`src/rtl/alu_seq.sv`:
```
// alu_seq: registered ALU with Z/N/C/V flags and a valid/ready handshake.
// Define ALU_SEQ_MUL_EN to add an iterative shift-add multiplier (opcode 1011).
module alu_seq #(
  parameter int WIDTH = 8
) (
  input  logic             clk,
  input  logic             rst,
  input  logic             in_valid,
  output logic             in_ready,
  input  logic [WIDTH-1:0] a,
  input  logic [WIDTH-1:0] b,
  input  logic [3:0]       alu_op,
  output logic [WIDTH-1:0] result,
  output logic             out_valid,
  output logic [3:0]       flags
);
  logic [WIDTH:0] add_r, sub_r;
  logic [WIDTH-1:0] nr;
  logic nc, nv, unused;
  logic [3:0] nf;
  assign add_r = {1'b0, a} + {1'b0, b} + {{WIDTH{1'b0}}, (alu_op == 4'b1001) & flags[1]};
  assign sub_r = {1'b0, a} - {1'b0, b};
  always_comb begin
    nr = '0;
    nc = 1'b0;
    nv = 1'b0;
    unused = 1'b0;
    case (alu_op)
      4'b0000, 4'b1001: begin
        nr = add_r[WIDTH-1:0];
        nc = add_r[WIDTH];
        nv = (a[WIDTH-1] == b[WIDTH-1]) && (add_r[WIDTH-1] != a[WIDTH-1]);
      end
      4'b0001, 4'b1010: begin
        nr = sub_r[WIDTH-1:0];
        nc = sub_r[WIDTH];
        nv = (a[WIDTH-1] != b[WIDTH-1]) && (sub_r[WIDTH-1] != a[WIDTH-1]);
      end
      4'b0010: nr = b;
      4'b0011: nr = a & b;
      4'b0100: nr = a | b;
      4'b0101: nr = a ^ b;
      4'b0110: nr = ~a;
      4'b0111: begin
        nr = {a[WIDTH-2:0], 1'b0};
        nc = a[WIDTH-1];
      end
      4'b1000: begin
        nr = {1'b0, a[WIDTH-1:1]};
        nc = a[0];
      end
      default: unused = 1'b1;
    endcase
  end
  assign nf = unused ? 4'b1000 : {nr == '0, nr[WIDTH-1], nc, nv};
`ifdef ALU_SEQ_MUL_EN
  localparam int CNT_W = $clog2(WIDTH) + 1;
  typedef enum logic {IDLE, MUL} state_t;
  state_t state;
  logic [2*WIDTH-1:0] acc, mcand, acc_nx;
  logic [WIDTH-1:0] mplier;
  logic [CNT_W-1:0] cnt;
  assign acc_nx = acc + (mplier[0] ? mcand : '0);
  assign in_ready = state == IDLE;
`else
  assign in_ready = 1'b1;
`endif
  always_ff @(posedge clk or posedge rst)
    if (rst) begin
      result <= '0;
      flags <= 4'b0000;
      out_valid <= 1'b0;
`ifdef ALU_SEQ_MUL_EN
      state <= IDLE;
      acc <= '0;
      mcand <= '0;
      mplier <= '0;
      cnt <= '0;
`endif
    end else begin
      out_valid <= 1'b0;
`ifdef ALU_SEQ_MUL_EN
      if (state == MUL) begin
        acc <= acc_nx;
        mcand <= mcand << 1;
        mplier <= mplier >> 1;
        cnt <= cnt + 1'b1;
        if (cnt == CNT_W'(WIDTH - 1)) begin
          state <= IDLE;
          result <= acc_nx[WIDTH-1:0];
          flags <= {acc_nx[WIDTH-1:0] == '0, acc_nx[WIDTH-1], |acc_nx[2*WIDTH-1:WIDTH], 1'b0};
          out_valid <= 1'b1;
        end
      end else
`endif
      if (in_valid) begin
`ifdef ALU_SEQ_MUL_EN
        if (alu_op == 4'b1011) begin
          state <= MUL;
          acc <= '0;
          mcand <= {{WIDTH{1'b0}}, a};
          mplier <= b;
          cnt <= '0;
        end else
`endif
        begin
          if (alu_op != 4'b1010) result <= nr;
          flags <= nf;
          out_valid <= 1'b1;
        end
      end
    end
endmodule

```
`config.mk`:
```
export PLATFORM = sky130hd
export DESIGN_NAME = alu_seq
export DESIGN_NICKNAME = d
export VERILOG_FILES = /design/src/rtl/alu_seq.sv
export SDC_FILE = /design/constraint.sdc
export NUM_CORES = 1
export LEC_CHECK = 0
export ABC_AREA = 0
export CAP_MARGIN = 40
export CORE_ASPECT_RATIO = 1.25
export CORE_MARGIN = 10
export CORE_UTILIZATION = 40
export DETAILED_ROUTE_END_ITERATION = 6
export GPL_TIMING_DRIVEN = 1
export PLACE_DENSITY = 0.69
export SLEW_MARGIN = 10
export SYNTH_ARGS = -nofsm -noshare
export SYNTH_HDL_FRONTEND = slang
export SYNTH_SLANG_ARGS = --single-unit
```
`constraint.sdc`:
```
create_clock -name clk -period 3.3 [get_ports clk]
set_input_delay 0.66 -clock clk [delete_from_list [all_inputs] [get_ports clk]]
set_output_delay 0.66 -clock clk [all_outputs]
set_load 0.005 [all_outputs]
```
Word-level counts from Yosys, hierarchy flattened
Index checks and enable logic that the tools add are counted.
{"block": "totals", "register_bits": 13, "inputBits": 23, "output_inout_bits": 14}
{"block": "op_classes", "n_addsub": 3, "eq_ne": 15, "n_mux": 5, "n_bitwise": 5, "reduce_logical": 8}
{"cell": "$pmux 8 s9", "n": 1}
{"cell": "$eq 4x3->1 const B", "n": 4}
{"cell": "$eq 4x4->1 const B", "n": 3}
{"cell": "$reduce_or 11->1", "n": 1}
{"cell": "$add 8x8->9", "n": 1}
{"cell": "$add 9x1->9", "n": 1}
{"cell": "$sub 8x8->9", "n": 1}
{"cell": "$and 8x8->8", "n": 1}
{"cell": "$eq 4x2->1 const B", "n": 2}
{"cell": "$logic_not 8->1", "n": 1}
{"cell": "$not 8->8", "n": 1}
{"cell": "$or 8x8->8", "n": 1}
{"cell": "$xor 8x8->8", "n": 1}
{"cell": "$eq 4x1->1 const B", "n": 1}
{"cell": "$logic_not 4->1", "n": 1}
{"cell": "$mux 4", "n": 1}
{"cell": "$ne 4x4->1 const B", "n": 1}
{"cell": "$pmux 1 s4", "n": 1}
{"cell": "$reduce_or 2->1", "n": 2}
{"cell": "$ne 1x1->1", "n": 3}
{"cell": "$logic_and 1x1->1", "n": 2}
{"cell": "$pmux 1 s2", "n": 1}
{"cell": "$reduce_and 2->1", "n": 1}
{"cell": "$and 1x1->1", "n": 1}
{"cell": "other kinds (2)", "n": 2}

Logic depth before layout (Yosys ltp)
{"block": "logic_depth", "word_depth": 7, "depth_mapped": 14}

Worst setup path before layout
No wires, ideal clock.
{"block": "synth_path", "path_kind": "input to register", "from": "input alu_op[0]", "to": "register flags[3]", "arrival_ps": 3060, "setup_slack_ps": 145, "path_stages": 14, "path_cell_list": "buf_6 > buf_4 > nor2b_1 > nand3_1 > fa_1 > inv_1 > fa_1 > a21o_1 > a21o_1 > a221oi_2 > a21oi_1 > nor4_2 > nand4_1 > o31ai_1"}
{"block": "synth_between", "elab_chain_len": 6}
{"item": "from (decl)", "line": "12", "rtl": "input logic [3:0] alu_op,"}
{"item": "$eq 4x4->1", "line": "21, 28"}
{"item": "$and 1x1->1", "line": "21", "rtl": "assign add_r = {1'b0, a} + {1'b0, b} + {{WIDTH{1'b0}}, (alu_op == 4'b1001) & flags[1]};"}
{"item": "$add 9x1->9", "line": "21"}
{"item": "$pmux 8 s9", "line": "28", "rtl": "case (alu_op)"}
{"item": "$logic_not 8->1", "line": "55", "rtl": "assign nf = unused ? 4'b1000 : {nr == '0, nr[WIDTH-1], nc, nv};"}
{"item": "$mux 4 (*)", "line": "55"}
{"item": "to (signal assigned)", "line": "108", "rtl": "flags <= nf;"}
{"item": "to (decl)", "line": "15", "rtl": "output logic [3:0] flags"}
Every way passes the cells marked *; elsewhere a longest branch is shown, timed or not.
A chain may end at the register's enable or synchronous reset.

Worst setup path in the final report
Same ends and word-level chain as after synthesis.

==> summary.txt <==
RSZ-0062 raised after global routing: false
Tot Pwr: 0.000728 W
Pin count of the biggest net entering global routing: 25
Layout cells sized above 1: 0.188
Rows: 29
P_leak: 1.24 nW
Sw Ratio: 0.360
Hpwl dp: 5240 µm
Synth Warn #: 0
Critical path peak fanout: 2
Syn Std Cell Area: 2070 µm²
I/O Buffers: 35
Die height: 100 µm
Critical Path RT: 3.45 ns
CP top delay family: buffers and inverters
Clock latency on the worst-skew pair: 0.24 ns
Total GRT Usage: 0.147
Hold bufs inserted after CTS: 0
First-pass GRT wire length: 10,600 µm
Internal: 0.000466 W
Vias: 2,222
Root Buffer: clkbuf_8
Clock slew at reported path FFs: 0.06 ns
Post-layout minimum cycle time: 3.17 ns
Longest Clk Path Bufs: 2
Number of remaining DRC errors: 0
Vias in the first global route: 2,238
Antenna violations before repair: 0
Synth async-reset ratio: 1.00
Worst-margin pin slew: 0.759 ns
Hold Violations, Final: 0
CP Capture Type: register
Placer Congestion: 0.939
Worst setup SP type: primary input
Setup Fix Bufs, Post-CTS: 0
Commonest non-fill, non-tap cell in the layout: buf_4
CTS-repair resized insts: 0
# diodes: 0
Syn avg cell area: 8.01 µm²
FMAX: 315 MHz
H-tree depth: 1
Unique masters post-synth: 63
Outcome: completed
Post-Syn Nets: 308
Vias/cell: 5.83
Max Cap Violations: 0
Buffers & Inverters on Critical Path: 4
VDD IR max: 0.0927 mV
Clock sink count: 13
Final Slew Violations: 0
Cell count after synthesis: 258
Rel. slew slack: 0.493
Gate power share: 0.537
Net switching power: 0.000262 W
Final Skew: 0.00362 ns
Initial DRC Count: 168
ANT nets after route: 0
Slowest cell on the critical path: clkdlybuf4s50_1
Register area share after synthesis: 0.157
Total grt overflow: 0
Routed WL per cell: 17.1 µm
Data arrival, critical path: 3.32 ns
CP dominant cell by count: buf_4
Worst min-delay path category: register to register
Most frequent cells in the layout: buf_4 (37), clkdlybuf4s50_1 (35), inv_1 (24), ha_1 (24), nand2_1 (22)
Placed cell areas: 2680 µm²
Post-synth EDFFs: 0
CTS tree: built
Die W: 84.3 µm
Sequential share of power: 0.266
Crit-path cells: clkdlybuf4s50_1, nor2b_2, nand3_1, fa_2, inv_1, fa_1, buf_4, xnor2_1, nor2_1, nor4_1, buf_4, o2111a_1, nand4_1, o31ai_1
First-pass iteration count of the detailed router: 4
Top-Level Pins: 37
Num CTS Buffers: 3
Final WL: 6500 µm
Nets: 370
Flip-flop and latch count after synthesis: 13
Initial Util: 0.410
PwrDens: 265 nW/µm²
Placeable Area: 5040 µm²
Clk pwr share: 0.198
Ys flop type: dfrtp_1
DIE AREA: 8460 µm²
Ratio of final minimum period to clock period: 0.960
CP max stage delay: 0.42 ns
Post-route cell area: 2750 µm²
Area grow syn2layout: 33.1%
Crit Path Category: primary input to register
# setup viols final: 0
power by group through the flow:
| stage | Clock, W | Sequential (W) | Combinational (W) |
|---|---|---|---|
| 2_1_floorplan | 0 | 0.000197 | 0.000202 |
| 3_3_place_gp | 0 | 0.000195 | 0.000378 |
| 3_5_place_dp | 0 | 0.000197 | 0.000383 |
| 4_1_cts | 0.000146 | 0.000194 | 0.000385 |
| 5_1_grt | 0.000152 | 0.000197 | 0.000427 |
| 6_report | 0.000144 | 0.000193 | 0.000391 |
registers in the layout, summed over array words and instances (netlist names):
register,cells
out_valid,1
result,8
flags,4
per-stage QoR:
stage	setup TNS, ns	setup slack [ns]	std cells	util	hold WS [ns]
2_1_floorplan	0	0.145	258	-	0.473
3_3_place_gp	-0.168	-0.168	377	0.532	0.463
3_5_place_dp	-0.375	-0.214	377	0.532	0.477
4_1_cts	0	0.0276	381	0.541	0.490
5_1_grt	0	0.00767	381	0.545	0.505
6_report	0	0.130	381	0.545	0.482
layout make-up:
| type | instances | area, µm² |
|---|---|---|
| clock buffers | 4 | 45.0 |
| fillers | 472 | 2290 |
| inverters | 24 | 90.1 |
| multi-input cells | 206 | 1580 |
| flip-flops and latches | 13 | 325 |
| well taps | 62 | 77.6 |
| repair buffers | 72 | 628 |
per-layer routing:
layer	track usage	vias up	share of wire
met5	0	-	0
met4	0.0606	0	0.032
met3	0.0267	22	0.083
met2	0.258	110	0.48
met1	0.169	1033	0.40
li1	-	1057	-
cells by family after synthesis:
group           Yosys count  share of synthesized area
compound gates           86                      0.304
simple gates             78                      0.202
mux                      11                     0.0606
other cells               1                    0.00182
xor+xnor                  3                     0.0127
flops                    13                      0.157
buf+inv                  39                     0.0866
fa+ha+maj                27                      0.174
synth_stat cells, types with 2 or more instances:
cell | instances | area share
mux2i_1 | 8 | 0.039
nand3_1 | 6 | 0.015
ha_1 | 24 | 0.15
buf_2 | 5 | 0.012
a21oi_1 | 15 | 0.036
o2111ai_1 | 2 | 0.0085
dfrtp_1 | 13 | 0.16
nor3_1 | 4 | 0.0097
a32o_1 | 3 | 0.015
buf_1 | 2 | 0.0036
or2_2 | 2 | 0.0061
buf_6 | 2 | 0.011
clkbuf_1 | 3 | 0.0055
a32oi_1 | 4 | 0.017
a21o_1 | 5 | 0.018
nand3b_1 | 5 | 0.018
o22ai_1 | 3 | 0.0091
xnor2_1 | 3 | 0.013
nor3b_1 | 2 | 0.0073
and3_1 | 2 | 0.0061
a211oi_1 | 2 | 0.0073
nand2_1 | 22 | 0.040
o211ai_1 | 2 | 0.0073
a221o_1 | 2 | 0.0097
buf_4 | 2 | 0.0073
o21bai_1 | 4 | 0.015
fa_1 | 3 | 0.029
o2111a_1 | 2 | 0.011
a221oi_1 | 3 | 0.013
nor2_1 | 14 | 0.025
nand2b_1 | 5 | 0.015
and2_4 | 2 | 0.0085
inv_1 | 24 | 0.044
o22a_1 | 2 | 0.0085
o21ai_0 | 20 | 0.048
o221ai_1 | 3 | 0.013
mux2_2 | 2 | 0.011
nor2b_1 | 6 | 0.018
worst min-delay path, delay by kind of cell, from the launching register on:
family             cells  cell delay (ns)
DFF                    1             0.34
AOI/OAI and AO/OA      1             0.06
and+or+nand+nor        1             0.04
final timing paths:
| path | start | slack [ns] | endpoint | cells after the start |
|---|---|---|---|---|
| max | alu_op[0] | 0.13 | flags[3]$_DFFE_PP0P_ | 14 |
| min | result[0]$_DFFE_PP0P_ | 0.48 | result[0]$_DFFE_PP0P_ | 2 |
| max reg2reg | flags[1]$_DFFE_PP0P_ | 0.73 | flags[3]$_DFFE_PP0P_ | 12 |
| min reg2reg | result[0]$_DFFE_PP0P_ | 0.48 | result[0]$_DFFE_PP0P_ | 2 |
| max in group asynchronous | rst | 2.21 | flags[1]$_DFFE_PP0P_ | 2 |
| min in group asynchronous | rst | 0.75 | flags[3]$_DFFE_PP0P_ | 2 |
Note: power is estimated with default switching activity, not from simulation.
